`src/rtl/dac_sweep_sequencer.sv`:
```
// ---------------------------------------------------------------------------
// dac_sweep_sequencer
//
// Purpose: steps a DAC through cyclic-voltammetry style triangular sweeps
// (init -> v1 -> v2 -> init, repeated cfg_cycles times). Each sweep point is
// handed to a DAC serializer with a one-cycle load strobe and then held for
// a programmable number of clocks. An abort parks the DAC back at the
// starting potential.
//
// Ports:
//   clk          system clock, rising edge
//   rst          asynchronous reset, active low
//   start        one-cycle sweep request (accepted only when idle)
//   abort        level, terminates a running sweep via a park load
//   cfg_init     start/end potential code
//   cfg_v1       first vertex code
//   cfg_v2       second vertex code
//   cfg_step     step magnitude per point (0 behaves as 1)
//   cfg_period   clocks per point (clamped up to MIN_PERIOD)
//   cfg_cycles   number of full triangle cycles (0 behaves as 1)
//   dac_busy     serializer is shifting; no load while high
//   dac_code     code presented to the serializer
//   dac_load     one-cycle load strobe
//   busy         sweep in progress
//   step_tick    ADC trigger, coincident with each sweep-point load
//   seg          current segment: 0 toward v1, 1 toward v2, 2 toward init
//   done         one-cycle pulse on normal completion
//   aborted      one-cycle pulse on abort completion
// ---------------------------------------------------------------------------
module dac_sweep_sequencer #(
  parameter int MIN_PERIOD = 32,
  parameter int DW         = 16
) (
  input  logic          clk,
  input  logic          rst,
  input  logic          start,
  input  logic          abort,
  input  logic [DW-1:0] cfg_init,
  input  logic [DW-1:0] cfg_v1,
  input  logic [DW-1:0] cfg_v2,
  input  logic [DW-1:0] cfg_step,
  input  logic [23:0]   cfg_period,
  input  logic [7:0]    cfg_cycles,
  input  logic          dac_busy,
  output logic [DW-1:0] dac_code,
  output logic          dac_load,
  output logic          busy,
  output logic          step_tick,
  output logic [1:0]    seg,
  output logic          done,
  output logic          aborted
);

  localparam logic [2:0] S_IDLE   = 3'd0;
  localparam logic [2:0] S_ISSUE  = 3'd1;
  localparam logic [2:0] S_HOLD   = 3'd2;
  localparam logic [2:0] S_PARK   = 3'd3;
  localparam logic [2:0] S_FINISH = 3'd4;

  localparam logic [23:0] MIN_P = 24'(MIN_PERIOD);

  logic [2:0]    state;
  logic [DW-1:0] cur;
  logic [DW-1:0] code_q;
  logic [7:0]    cycle_cnt;
  logic [23:0]   hold_cnt;

  logic [DW-1:0] lat_init;
  logic [DW-1:0] lat_v1;
  logic [DW-1:0] lat_v2;
  logic [DW-1:0] lat_step;
  logic [23:0]   lat_period;
  logic [7:0]    lat_cycles;

  logic          issue_fire;
  logic          park_fire;

  logic [1:0]    adv_seg;
  logic [7:0]    adv_cyc;
  logic          adv_fin;
  logic          adv_found;
  logic [DW-1:0] adv_next;
  logic [DW-1:0] tgt;
  logic [DW:0]   up_sum;
  logic [DW:0]   dn_diff;

  // Abort has priority over a pending point load, so an aborting ISSUE never
  // emits a sweep point.
  assign issue_fire = (state == S_ISSUE) && !dac_busy && !abort;
  assign park_fire  = (state == S_PARK) && !dac_busy;

  assign dac_load  = issue_fire | park_fire;
  assign step_tick = issue_fire;
  assign aborted   = park_fire;
  assign done      = (state == S_FINISH) && !abort;
  assign busy      = (state != S_IDLE);

  // The code is driven early while waiting for the serializer; code_q keeps
  // the last loaded value visible once idle.
  always_comb begin
    if (state == S_ISSUE)
      dac_code = cur;
    else if (state == S_PARK)
      dac_code = lat_init;
    else
      dac_code = code_q;
  end

  // Next-point computation. Segments whose target already equals cur are
  // skipped in the same cycle; two full laps of the three segments without
  // finding a move can only mean init==v1==v2, which finishes the sweep.
  // Sums are formed at DW+1 bits so overflow/underflow clamps to the target.
  always_comb begin
    adv_seg   = seg;
    adv_cyc   = cycle_cnt;
    adv_fin   = 1'b0;
    adv_found = 1'b0;
    adv_next  = cur;
    tgt       = lat_init;
    up_sum    = '0;
    dn_diff   = '0;
    for (int i = 0; i < 6; i++) begin
      if (!adv_found && !adv_fin) begin
        case (adv_seg)
          2'd0:    tgt = lat_v1;
          2'd1:    tgt = lat_v2;
          default: tgt = lat_init;
        endcase
        if (tgt == cur) begin
          if (adv_seg == 2'd2) begin
            adv_seg = 2'd0;
            if (({1'b0, adv_cyc} + 9'd1) >= {1'b0, lat_cycles})
              adv_fin = 1'b1;
            else
              adv_cyc = adv_cyc + 8'd1;
          end else begin
            adv_seg = adv_seg + 2'd1;
          end
        end else begin
          adv_found = 1'b1;
          if (tgt > cur) begin
            up_sum   = {1'b0, cur} + {1'b0, lat_step};
            adv_next = (up_sum >= {1'b0, tgt}) ? tgt : up_sum[DW-1:0];
          end else begin
            dn_diff  = {1'b0, cur} - {1'b0, lat_step};
            adv_next = (dn_diff[DW] || (dn_diff <= {1'b0, tgt})) ? tgt : dn_diff[DW-1:0];
          end
        end
      end
    end
    if (!adv_found)
      adv_fin = 1'b1;
  end

  // hold_cnt starts at 1 on the load cycle itself, so leaving HOLD when it
  // reaches period-1 puts the next load exactly period clocks later.
  always_ff @(posedge clk or negedge rst) begin
    if (!rst) begin
      state      <= S_IDLE;
      cur        <= '0;
      code_q     <= '0;
      seg        <= 2'd0;
      cycle_cnt  <= 8'd0;
      hold_cnt   <= 24'd0;
      lat_init   <= '0;
      lat_v1     <= '0;
      lat_v2     <= '0;
      lat_step   <= '0;
      lat_period <= 24'd0;
      lat_cycles <= 8'd0;
    end else begin
      case (state)
        S_IDLE: begin
          if (start && !abort) begin
            lat_init   <= cfg_init;
            lat_v1     <= cfg_v1;
            lat_v2     <= cfg_v2;
            lat_step   <= (cfg_step == '0) ? {{(DW-1){1'b0}}, 1'b1} : cfg_step;
            lat_period <= (cfg_period < MIN_P) ? MIN_P : cfg_period;
            lat_cycles <= (cfg_cycles == 8'd0) ? 8'd1 : cfg_cycles;
            cur        <= cfg_init;
            seg        <= 2'd0;
            cycle_cnt  <= 8'd0;
            state      <= S_ISSUE;
          end
        end
        S_ISSUE: begin
          if (abort) begin
            state <= S_PARK;
          end else if (!dac_busy) begin
            code_q   <= cur;
            hold_cnt <= 24'd1;
            state    <= S_HOLD;
          end
        end
        S_HOLD: begin
          if (abort) begin
            state <= S_PARK;
          end else if (hold_cnt >= (lat_period - 24'd1)) begin
            if (adv_fin) begin
              state <= S_FINISH;
            end else begin
              cur       <= adv_next;
              seg       <= adv_seg;
              cycle_cnt <= adv_cyc;
              state     <= S_ISSUE;
            end
          end else begin
            hold_cnt <= hold_cnt + 24'd1;
          end
        end
        S_PARK: begin
          if (!dac_busy) begin
            code_q <= lat_init;
            state  <= S_IDLE;
          end
        end
        S_FINISH: begin
          state <= abort ? S_PARK : S_IDLE;
        end
        default: state <= S_IDLE;
      endcase
    end
  end

endmodule

```
`config.mk`:
```
export PLATFORM = sky130hd
export DESIGN_NAME = dac_sweep_sequencer
export DESIGN_NICKNAME = d
export VERILOG_FILES = /design/src/rtl/dac_sweep_sequencer.sv
export SDC_FILE = /design/constraint.sdc
export NUM_CORES = 1
export LEC_CHECK = 0
export CELL_PAD_IN_SITES_DETAIL_PLACEMENT = 1
export CELL_PAD_IN_SITES_GLOBAL_PLACEMENT = 2
export CORE_AREA = 5 5 298 227
export CTS_CLUSTER_DIAMETER = 120
export CTS_CLUSTER_SIZE = 14
export DETAILED_ROUTE_END_ITERATION = 16
export DIE_AREA = 0 0 303 232
export GPL_TIMING_DRIVEN = 0
export PLACE_DENSITY_LB_ADDON = 0.1
export SLEW_MARGIN = 20
export SYNTH_ARGS = -nofsm -noshare
export SYNTH_HDL_FRONTEND = slang
export SYNTH_SLANG_ARGS = --single-unit
```
`constraint.sdc`:
```
create_clock -name clk -period 23.5 [get_ports clk]
set_input_delay 2.35 -clock clk [delete_from_list [all_inputs] [get_ports clk]]
set_output_delay 2.35 -clock clk [all_outputs]
set_load 0.05 [all_outputs]
```
==> Word-level counts from Yosys, hierarchy flattened <==
Index checks and enable logic that the tools add are counted.
{ "totals": {"in_bits": 101, "output_inout_bits": 23, "register_bits": 165, "wordCells": 291} }
{ "classes": {"n_reduce_logical": 45, "add_sub_neg": 22, "muxes": 153, "n_bitwise": 1, "n_eq_ne": 32, "magnitude_cmp": 26} }
{ "op_table": {"columns": ["cell", "count"], "rows": [
  ["$mux 16", 44],
  ["$pmux 16 s2", 8],
  ["$mux 8", 28],
  ["$mux 24", 5],
  ["$ge 17x16->1", 6],
  ["$le 17x16->1", 6],
  ["$eq 16x16->1", 6],
  ["$gt 16x16->1", 6],
  ["$add 8x1->9 const B", 6],
  ["$ge 9x8->1", 6],
  ["$add 8x1->8 const B", 6],
  ["$pmux 24 s2", 1],
  ["$mux 2", 22],
  ["$mux 1", 35],
  ["$add 24x1->24 const B", 1],
  ["$ge 24x24->1", 1],
  ["$lt 24x6->1 const B", 1],
  ["$sub 24x1->24 const B", 1],
  ["$mux 3", 7],
  ["$add 16x16->17", 1],
  ["$sub 16x16->17", 1],
  ["$logic_not 16->1", 1],
  ["$ne 2x2->1 const B", 8],
  ["$pmux 8 s2", 1],
  ["other kinds (21)", 71]
]} }

==> Logic depth before layout (Yosys ltp) <==
Gate-level depths: netlist of run 1.
{ "logic_depth": {"word_depth": 42, "mapped_depth": 91, "ltp_nobuf": 77} }

==> Least setup slack after synthesis of run 1 <==
No wires, ideal clock.
{ "synth_path": {"path_kind": "register to register", "startpoint": "reg seg[0]", "endpoint": "reg cur[10]", "t_arrival_ps": 18652, "path_buffers": 13, "synth_period_minus_slack_ps": 18739, "setup_slack_ps": 4761, "stages_incl_launch_ff": 88, "path_cell_list": "dfrtp_1 -> clkbuf_1 -> buf_1 -> buf_1 -> mux2i_1 -> nor2_1 -> a21oi_1 -> inv_1 -> ha_1 -> nand4_1 -> nor4_1 -> xnor2_1 -> clkbuf_1 -> o22ai_1 -> nand2_1 -> o221ai_1 -> inv_1 -> ha_1 -> (+52 left out) -> nor2b_1 -> o21a_1 -> o21a_1 -> o21a_1 -> o21a_1 -> o21ai_0 -> nand2b_1 -> a21oi_1 -> nor3_1 -> o21bai_1 -> o41ai_1 -> a2111oi_0 -> or3_1 -> clkbuf_1 -> o21ai_0 -> a21o_1 -> a211o_1 -> a22oi_1"} }
{ "synth_between": {"elab_chain_len": 41} }
{ "synth_lines": {"columns": ["element", "line_no", "rtl"], "rows": [
  ["from (decl)", "49", "output logic [1:0] seg,"],
  ["from (signal assigned)", "204", "seg <= adv_seg;"],
  ["parallel branches: the longest is 41 deep, another holds $add 8x1->9", null, null],
  ["to (signal assigned)", "181", "cur <= cfg_init;"],
  ["to (signal assigned)", "203", "cur <= adv_next;"],
  ["to (decl)", "63", "logic [DW-1:0] cur;"]
]} }
Several ways; the timed one is not identified. The select of a mux whose other input is x is not followed.
A chain may end at the register's enable or synchronous reset.

==> Worst setup path in the final report of run 1 <==
{ "layout_path": {"startpoint": "reg seg[0]", "endpoint": "reg cur[6]"} }
Same word-level chain as after synthesis.

==> results of run 1 <==
[synthesized netlist by cell type (61+ instances only)]
library cell	count	area share (%)
dfrtp_1	165	17
clkbuf_1	142	2.2
o21ai_0	214	4.4
a21oi_1	210	4.3
nand4_1	61	1.6
mux2_2	100	4.7
a21o_1	88	2.7
nand2_1	258	4.0
mux2i_1	80	3.3
o21a_1	97	3.0
xnor2_1	73	2.6
inv_1	208	3.2
ha_1	391	20
nor3_1	62	1.3
nor2_1	155	2.4
nand3_1	79	1.6
[worst max-delay path, delay by kind of cell (launching register included)]
| kind | cells | cell delay, ps |
|---|---|---|
| fa+ha+maj | 6 | 1850 |
| simple gates | 27 | 6450 |
| flops | 1 | 410 |
| mux | 4 | 1430 |
| buf+inv | 19 | 5820 |
| compound gates | 27 | 6670 |
[timing repair]
action | CTS | global route
endpoints found under the setup margin | 28 | 18
setup buffers | 0 | 0
hold buffers | 0 | 0
resized for setup | 31 | 51
[cell type report]
cell class,instances,area [um^2],area share (%)
flip-flops and latches,165,4129,14.95
clock inverters,12,161.4,0.5846
repair buffers,133,1360,4.926
multi-input cells,2516,18970,68.70
diodes,4,10.01,0.03625
plain buffers,162,651.9,2.361
inverters,209,784.5,2.841
well taps,871,1090,3.947
clock buffers,20,456.7,1.654
[kinds of logic after synthesis]
group / after synthesis / share of synthesized area, %
adders and majority gates: 393 / 20.38
muxes: 181 / 8.010
and+or+nand+nor: 861 / 17.82
buffers and inverters: 371 / 5.864
DFF: 165 / 17.06
AOI/OAI and AO/OA: 976 / 26.97
xor gates and xnor gates: 105 / 3.894
[per-stage QoR]
stage	hold slack, ps	utilization [%]	setup slack, ps	std cells
final	496.2	42.84	738.9	4092
after global routing	501.9	42.83	-32.56	4090
after CTS	491.9	42.60	85.31	4088
after detailed placement	474.1	41.48	-2495	4056
after global placement	463.7	41.14	-4623	4046
after floorplan	450.7	-	4761	3052
[state kept, by name (all words and copies together) (netlist names)]
signal	cells
state	3
lat_init	16
lat_step	16
lat_period	24
seg	2
hold_cnt	24
lat_v1	16
cycle_cnt	8
lat_v2	16
cur	16
code_q	16
lat_cycles	8
[metal layers]
metal	track usage [%]	vias to the layer above	routed length [um]
met5	0	-	27
met4	11.88	4	4539
met3	7.150	243	11130
met2	52.83	1223	53140
met1	49.61	13340	57330
li1	-	11700	-
[worst max path at each step]
stage | depth (start not counted) | slack (ps) | endpoint | startpoint
6_report | 83 | 740 | cur[6] | seg[0]
5_1_grt | 85 | -30 | cur[6] | seg[0]
4_1_cts | 83 | 90 | cur[6] | seg[0]
3_5_place_dp | 83 | -2500 | cur[6] | seg[0]
3_3_place_gp | 74 | -4620 | cur[6] | seg[0]
2_1_floorplan | 87 | 4760 | cur[10] | seg[0]
==> flow_summary.ini, run 1 <==
[global_route]
gr-total-overflow = 0
grt_antenna_before_repair = 7
grt_max_degree = 72
grt_pass1_wl_um = 181800
gr-usage-all-layers_pct = 34.97
grt_pass1_vias = 26990

[finish]
fillers = 7852
fin_area_um2 = 27610
layout-drive-gt1-share_pct = 8.269
layout_commonest_cell = ha_1
nets = 3698
syn_to_final_growth_pct = 14.11
final_cell_mix = ha_1, nand2_1, inv_1

[synthesis]
synth_seq_area_share_pct = 17.06
syn_area_um2 = 24200
synthArstFlopShare_pct = 100.0
syn-num-nets = 3546
syn_area_per_cell_um2 = 7.928
synth-edff-count = 0
synthDistinctLibCells = 96
netlist_instances = 3052
synth-main-ff-cell = dfrtp_1
synth-seq-cells = 165
yosysWarningCount = 0

[critical_path]
cpMostUsedCell = clkbuf_1
cp.required_ps = 23900
endpoint_kind = flop
r2r_slack_ps = 740
cp_data_arrival_time_ps = 23160
crit_path_max_fanout = 10
reg2reg_from = seg[0]
rr_worst_depth = 83
cpPeakStageDelay_ps = 560
slowest_stage = or4_1
r2r-end = cur[6]
worst-setup-path-type = reg -> reg
start_kind = flop

[worst_hold_path]
min-delay-start = code_q[15]
hold_class = reg -> reg
min_path_cells = 2
hold_end = code_q[15]

[sta]
worstMarginPinSlew_ps = 1371
clock_skew_ps = 20.69
slew-limit-headroom_pct = 7.941
tns_ps = 0
fmax_ghz = 0.04393
timing.final.crit_share_pct = 96.86
slew_viol_final = 0
min_period_ps = 22760
finalHoldViolations = 0
setup_viol = 0

[floorplanning]
fp.dieW_um = 303
io_pins = 124
design.die.area_um2 = 70300
initial_core_util_pct = 37.54
fp.dieH_um = 232
core_region_area_um2 = 64460
rows = 81

[placement]
dpl_cell_area_um2 = 26730
dp_hpwl_um = 102800
place_congestion = 1.007
port_buffers = 123

[drt]
wl_um = 126200
drt-initial-drc-count = 2669
first_pass_iters = 5
drtAntennaViolNets = 0
num_vias = 26510
routed_via_density = 6.479
drc = 0
wl_per_cell_um = 30.83

[cts]
path_clk_slew_ps = 80
cts_buffers = 17
cts_tree = built
cts_sinks = 165
clk_latency_ps = 500
cts-htree-levels = 4
clockBufferDepth = 2
cts_root_buf = clkbuf_16

[status]
status = finished clean

[job]
max_cap_violations = 0
Power of run 1 is left out: the tool's default activity adds up to more than one toggle a clock period on the data nets, which glitch-free logic cannot reach.
==> inputs of run 2 (changes only) <==
--- a/config.mk
+++ b/config.mk
@@ -6,12 +6,12 @@
 export NUM_CORES = 1
 export LEC_CHECK = 0
 export CELL_PAD_IN_SITES_DETAIL_PLACEMENT = 1
-export CELL_PAD_IN_SITES_GLOBAL_PLACEMENT = 2
-export CORE_AREA = 5 5 298 227
+export CELL_PAD_IN_SITES_GLOBAL_PLACEMENT = 1
+export CORE_AREA = 5 5 280 214
 export CTS_CLUSTER_DIAMETER = 120
-export CTS_CLUSTER_SIZE = 14
+export CTS_CLUSTER_SIZE = 24
 export DETAILED_ROUTE_END_ITERATION = 16
-export DIE_AREA = 0 0 303 232
+export DIE_AREA = 0 0 285 219
 export GPL_TIMING_DRIVEN = 0
 export PLACE_DENSITY_LB_ADDON = 0.1
 export SLEW_MARGIN = 20
==> run 2 against run 1 <==
  * Via count increased by 1.9%
  * Flip-flop and latch count unchanged
  * Clock skew increased by 1.1 ps
  * Highest routed layer is now met4
  * First-iteration DRC count increased by 13%
  * Hold slack got worse by 4.3 ps
  * Critical path depth decreased by 2
  * Core utilization increased by 5.5 points
  * Cell count decreased by 3.1%
  * Cell area decreased by 0.58%
  * Non-clock buffer count decreased by 4
==> flow_summary.ini, run 2 (synthesized netlist as in run 1, its figures left out) <==
[status]
status = finished clean

[placement]
dp.cells = 3922
place_congestion = 1.059
port_buffers = 123
dp_hpwl_um = 100900

[drt]
num_vias = 27030
first_pass_iters = 6
wl_um = 125500
drc = 0
drtAntennaViolNets = 0
drt-initial-drc-count = 3017
routed_via_density = 6.817
wl_per_cell_um = 31.65

[sta]
slew-limit-headroom_pct = 11.89
timing.final.crit_share_pct = 97.93
whs_ps = 491.9
finalHoldViolations = 0
slew_viol_final = 0
fmax_ghz = 0.04345
setup_viol = 0
worstMarginPinSlew_ps = 1312
min_period_ps = 23010
clock_skew_ps = 21.81
tns_ps = 0

[floorplanning]
design.die.area_um2 = 62420
io_pins = 124
fp.dieH_um = 219
core_region_area_um2 = 56770
fp.dieW_um = 285
initial_core_util_pct = 42.62
rows = 76

[cts]
cts_sinks = 165
path_clk_slew_ps = 80
clk_latency_ps = 490
cts_buffers = 17
cts-hold-fix-buffers = 0
cts_tree = built
cts_root_buf = clkbuf_16
clockBufferDepth = 2
cts_setup_buffers = 0
cts-htree-levels = 4

[critical_path]
crit_path_max_fanout = 10
cp.required_ps = 23890
critPathLaunch = seg[0]
rr_worst_depth = 81
start_kind = flop
cp_data_arrival_time_ps = 23400
slowest_stage = mux2i_1
worst-setup-path-type = reg -> reg
endpoint_kind = flop
reg2reg_from = seg[0]
cpPeakStageDelay_ps = 580

[worst_hold_path]
hold_class = reg -> reg
min-delay-start = code_q[3]
min_path_cells = 2

[global_route]
grt_max_degree = 92
grt_pass1_wl_um = 183000
gr-usage-all-layers_pct = 39.06
grt.met1_usage_pct = 52.77
gr-total-overflow = 0
grt_antenna_before_repair = 11
grt_pass1_vias = 27870
grt.busiest_layer = met2
grt_use_met2_pct = 58.75
met3_usage_pct = 10.13

[job]
max_cap_violations = 0

[finish]
fin_cells = 3965
seq_area_um2 = 4129
final_cell_mix = ha_1, nand2_1, inv_1
layout_commonest_cell = ha_1
syn_to_final_growth_pct = 13.44
layout-drive-gt1-share_pct = 8.030
largestRegisters = hold_cnt x24, lat_period x24
final_util_pct = 48.35
nets = 3694
fillers = 6943
multi_input_area_um2 = 18960
## run 2: cell types whose count changed in the layout (fill, tap and decap cells not counted), sizes merged
cell,change
buf,-4
clkbuf,-4
clkdlybuf4s18,+1
clkinv,+3
clkinvlp,-1
diode,+7
inv,+1
## run 2: what timing repair did
| item | CTS | global route |
|---|---|---|
| setup endpoints to repair | 28 | 16 |
| endpoints found under the hold margin | 0 | 0 |
| resized for setup | 31 | 51 |
## run 2: layer usage
layer | wire length (um) | up-vias | part of all wire [%]
li1 | - | 11690 | -
met1 | 53470 | 13460 | 43
met2 | 52170 | 1533 | 42
met3 | 13340 | 346 | 11
met4 | 6499 | 0 | 5.2
met5 | 0 | - | 0
## run 2: area by class of cell
type / count / share of cell area, %
inverter: 209 / 2.858
timing repair buffer: 129 / 4.786
sequential: 165 / 15.04
clock buffer: 17 / 1.550
antenna: 11 / 0.1003
buffer: 162 / 2.384
multi-input combinational: 2516 / 69.08
clock inverter: 15 / 0.8251
tap: 741 / 3.378
## run 2: worst max-delay path, delay by kind of cell (launching register included)
kind	cells	cell delay, ps
buf+inv	17	5520
mux	5	1650
fa+ha+maj	6	1990
compound gates	26	7190
flops	1	400
simple gates	27	6110
## run 2: final timing paths
check,endpoint,slack (ps)
setup reg to reg,cur[15],490
hold reg to reg,code_q[3],490
setup / recovery,cur[15],490
hold / removal,code_q[3],490
min in group asynchronous,lat_period[16],1860
max in group asynchronous,cycle_cnt[1],20720
## run 2: through the flow
stage	setup slack (ps)	instance area (um^2)
2_1_floorplan	4761	24200
3_3_place_gp	-3800	26360
3_5_place_dp	-2347	26520
4_1_cts	157.9	27300
5_1_grt	-66.61	27430
6_report	486.9	27450
Power of run 2 is left out for the same reason.
